`config.mk`:
```
export PLATFORM = sky130hd
export DESIGN_NAME = data_mem_bridge
export DESIGN_NICKNAME = d
export VERILOG_FILES = /design/src/rtl/data_mem_bridge.sv
export SDC_FILE = /design/constraint.sdc
export NUM_CORES = 1
export LEC_CHECK = 0
export CORE_ASPECT_RATIO = 1.2
export CORE_UTILIZATION = 30
export CTS_CLUSTER_SIZE = 25
export DETAILED_ROUTE_END_ITERATION = 6
export DONT_BUFFER_PORTS = 1
export PLACE_DENSITY = 0.54
export SYNTH_ARGS = -nofsm -noshare
export SYNTH_HDL_FRONTEND = slang
export SYNTH_SLANG_ARGS = --single-unit
```
`constraint.sdc`:
```
create_clock -name clk -period 5.24 [get_ports clk]
set_input_delay 0.524 -clock clk [delete_from_list [all_inputs] [get_ports clk]]
set_output_delay 0.524 -clock clk [all_outputs]
set_load 0.1 [all_outputs]
```
`src/rtl/data_mem_bridge.sv`:
```
// data_mem_bridge: CPU data-port to data-memory handshake bridge with timeout abort and sticky bus error.
module data_mem_bridge #(
  parameter int TIMEOUT_CYCLES = 255
) (
  input  logic        clk,
  input  logic        reset,
  input  logic [31:0] cpu_address,
  input  logic        cpu_read,
  input  logic        cpu_write,
  input  logic [31:0] cpu_writedata,
  input  logic [3:0]  cpu_byteenable,
  output logic [31:0] cpu_readdata,
  output logic        cpu_waitrequest,
  output logic        mem_req,
  output logic        mem_we,
  output logic [31:0] mem_address,
  output logic [31:0] mem_wdata,
  output logic [3:0]  mem_be,
  input  logic        mem_ack,
  input  logic [31:0] mem_rdata,
  output logic        bus_error
);
  localparam logic [1:0] IDLE = 2'd0, BUSY = 2'd1, DONE = 2'd2;
  logic [1:0]  state;
  logic [15:0] cnt;
  logic        req, bad, tmo;
  assign req = cpu_read | cpu_write;
  assign bad = (cpu_read & cpu_write) | (cpu_byteenable == 4'd0);
  // Expiry fires in the BUSY cycle that would make the count reach TIMEOUT_CYCLES.
  assign tmo = cnt == 16'(TIMEOUT_CYCLES - 1);
  assign cpu_waitrequest = state == IDLE ? req : state == BUSY;
  always_ff @(posedge clk or negedge reset) begin
    if (!reset) begin
      state        <= IDLE;
      cnt          <= '0;
      mem_req      <= 1'b0;
      mem_we       <= 1'b0;
      mem_address  <= '0;
      mem_wdata    <= '0;
      mem_be       <= '0;
      cpu_readdata <= '0;
      bus_error    <= 1'b0;
    end else begin
      case (state)
        IDLE: if (req) begin
          if (bad) begin
            bus_error    <= 1'b1;
            cpu_readdata <= '0;
            state        <= DONE;
          end else begin
            mem_address <= cpu_address & 32'hFFFF_FFFC;
            mem_wdata   <= cpu_writedata;
            mem_be      <= cpu_byteenable;
            mem_we      <= cpu_write;
            mem_req     <= 1'b1;
            cnt         <= '0;
            state       <= BUSY;
          end
        end
        BUSY: if (mem_ack) begin
          if (!mem_we) cpu_readdata <= mem_rdata;
          mem_req <= 1'b0;
          mem_we  <= 1'b0;
          state   <= DONE;
        end else if (tmo) begin
          bus_error    <= 1'b1;
          cpu_readdata <= '0;
          mem_req      <= 1'b0;
          mem_we       <= 1'b0;
          state        <= DONE;
        end else begin
          cnt <= cnt + 16'd1;
        end
        default: state <= IDLE;
      endcase
    end
  end
endmodule

```
==> impl_metrics.ini <==
[outcome]
run_status = completed

[clock_network]
numCtsBuffers = 17
cts_tree = yes
post_cts_buffers = 0
htreeDepth = 4
clk_latency_ps = 410
clockRootBuffer = clkbuf_16
cts_max_path_buffers = 2
path_clk_slew_ps = 50
clock_sinks = 119

[floorplan]
die_area_um2 = 16700
core_area_um2 = 15700
ioPinCount = 209
num_rows = 50
start_util_pct = 31.0
die_x_um = 118
die_h_um = 141

[grt]
grt_pass1_wl_um = 17200
overflow = 0
antenna_found_initial = 0
grt_usage_pct = 13.3
grt_max_degree = 120
grt_pass1_vias = 3454

[run]
max-cap-violations = 0

[synth]
ys_warn_count = 0
synthFlopType = dfrtp_1
synth_edf_count = 0
seq_area_frac_synth_pct = 61.2
syn_avg_cell_area_um2 = 9.96
netlist_instances = 488
syn_area_um2 = 4860
ys_types = 47
synth_seq_cells = 119
async_flop_share_pct = 100

[sta]
tns_ps = 0
finalCriticalPeriod_ps = 2970
clock_skew_ps = 7.87
tightest_slew_ps = 1200
grt_setup_unrepaired = false
max_freq_mhz = 337
setup_violations = 0
relSlewSlack_pct = 20.1
drv_slew = 0
fin_crit_sh_pct = 56.7
finalHoldViolCount = 0

[drt]
wl_met3_um = 1060
vias = 3450
first_pass_iters = 4
wl_per_cell_um = 15.7
wl_um = 11000
m1WireLength_um = 4370
antenna_left = 0
routed-wl-met2_um = 5310
vias_per_cell = 4.93
highest_layer = met4
drt_iter0_drc = 106
drc_errors = 0

[finish]
layout_commonest_cell = nand2_1
nets = 587
n_fill_cell = 1567
drive_gt1_share_pct = 7.52
final_cell_area_um2 = 5590
layout_common_cells = nand2_1 (207), dfrtp_1 (119), a22o_1 (32)
n_antenna_cell = 0
post-route-util_pct = 35.6
syn_to_final_growth_pct = 15.0

[critical_path]
cp_cell_sequence = inv_1 -> ha_1 -> or4b_4 -> o41ai_4 -> nand3_4 -> a22o_1
crit_slowest_cell = o41ai_4
slowest_delay_ps = 840
end_kind = flop
critPathRequiredTime_ps = 5520
worstPathArrival_ps = 3250
path_class = reg2reg
path_max_fanout = 32
cp-start-kind = flop

[placement]
dp_hpwl_um = 7280
io_buffers = 0
placedInstanceArea_um2 = 5000
place.gp.congestion = 0.794

[worst_hold_path]
hp-class = in2async
## what timing repair did
action | CTS | global route
hold buffers | 1 | 0
gates resized for setup | 0 | 0
endpoints found under the hold margin | 119 | 0
endpoints found under the setup margin | 0 | 0
## worst max-delay path: cells and delay by family (launching register included)
| kind | cells | cell delay (ps) |
|---|---|---|
| AO/OA/AOI/OAI | 2 | 1180 |
| AND/OR/NAND/NOR | 2 | 990 |
| flip-flops | 1 | 420 |
| adder cells (fa/ha/maj) | 1 | 160 |
| buffers and inverters | 1 | 100 |
## registers in the layout, summed over array words and instances, names as in the netlist
name,count
mem_be,4
mem_wdata,32
mem_address,30
state,2
cpu_readdata,32
mem_req,1
bus_error,1
cnt,16
mem_we,1
## synth_stat cells, types with 3 or more instances
| master | count | area (um^2) |
|---|---|---|
| dfrtp_1 | 119 | 2980 |
| a21oi_1 | 13 | 65.1 |
| nand4_1 | 5 | 31.3 |
| and2_1 | 3 | 18.8 |
| and4_1 | 3 | 26.3 |
| a22o_1 | 32 | 280 |
| a31oi_1 | 4 | 25.0 |
| or4_1 | 4 | 30.0 |
| nand3_1 | 10 | 50.1 |
| buf_4 | 3 | 22.5 |
| nor2_1 | 5 | 18.8 |
| buf_1 | 7 | 26.3 |
| nand2_1 | 207 | 777 |
| buf_6 | 3 | 33.8 |
| o21ai_0 | 9 | 45.0 |
| and3_1 | 5 | 31.3 |
| clkbuf_1 | 17 | 63.8 |
| inv_1 | 3 | 11.3 |
## metal layers
metal | vias up | global-route usage (%)
met2 | 163 | 21.8
met5 | - | 0
met1 | 1646 | 14.4
met3 | 19 | 6.51
li1 | 1622 | -
met4 | 0 | 6.68
## stage by stage
stage / setup WS, ps / hold WS, ps / cells
after floorplan: 2890 / 228 / 489
after global placement: 2280 / 232 / 668
after detailed placement: 2240 / 231 / 668
after CTS: 2230 / 94.7 / 700
after global routing: 2060 / 101 / 700
final: 2270 / 66.8 / 700
## final timing paths
kind                            slack, ps            from               end  depth (start not counted)
max in group asynchronous            4720           reset    mem_address[4]                          1
min in group clk                      220  cpu_address[9]    mem_address[9]                          2
worst min-delay path                   70           reset         bus_error                          1
worst max-delay path                 2270          cnt[0]  cpu_readdata[10]                          6
worst max register to register       2270          cnt[0]  cpu_readdata[10]                          6
worst min register to register        540          cnt[2]            cnt[2]                          1
## final cells by class
class | count | area, um^2 | share of cell area (%)
Sequential cell | 119 | 2980 | 53.2
Multi-Input combinational cell | 337 | 1740 | 31.1
Clock buffer | 23 | 468 | 8.37
Tap cell | 208 | 260 | 4.65
Clock inverter | 8 | 98.8 | 1.77
Timing Repair Buffer | 2 | 35.0 | 0.626
Inverter | 3 | 11.3 | 0.201
## cell families after synthesis
| logic type | after synthesis | synth area share, % |
|---|---|---|
| adder cells (fa/ha/maj) | 2 | 0.515 |
| XOR/XNOR | 1 | 0.180 |
| buffers and inverters | 33 | 3.24 |
| AND/OR/NAND/NOR | 255 | 22.4 |
| multiplexers | 2 | 0.412 |
| other | 1 | 0.0771 |
| AO/OA/AOI/OAI | 75 | 11.9 |
| flip-flops | 119 | 61.2 |
Power is left out: the tool's default activity adds up to more than one toggle a clock period on the data nets, which glitch-free logic cannot reach.
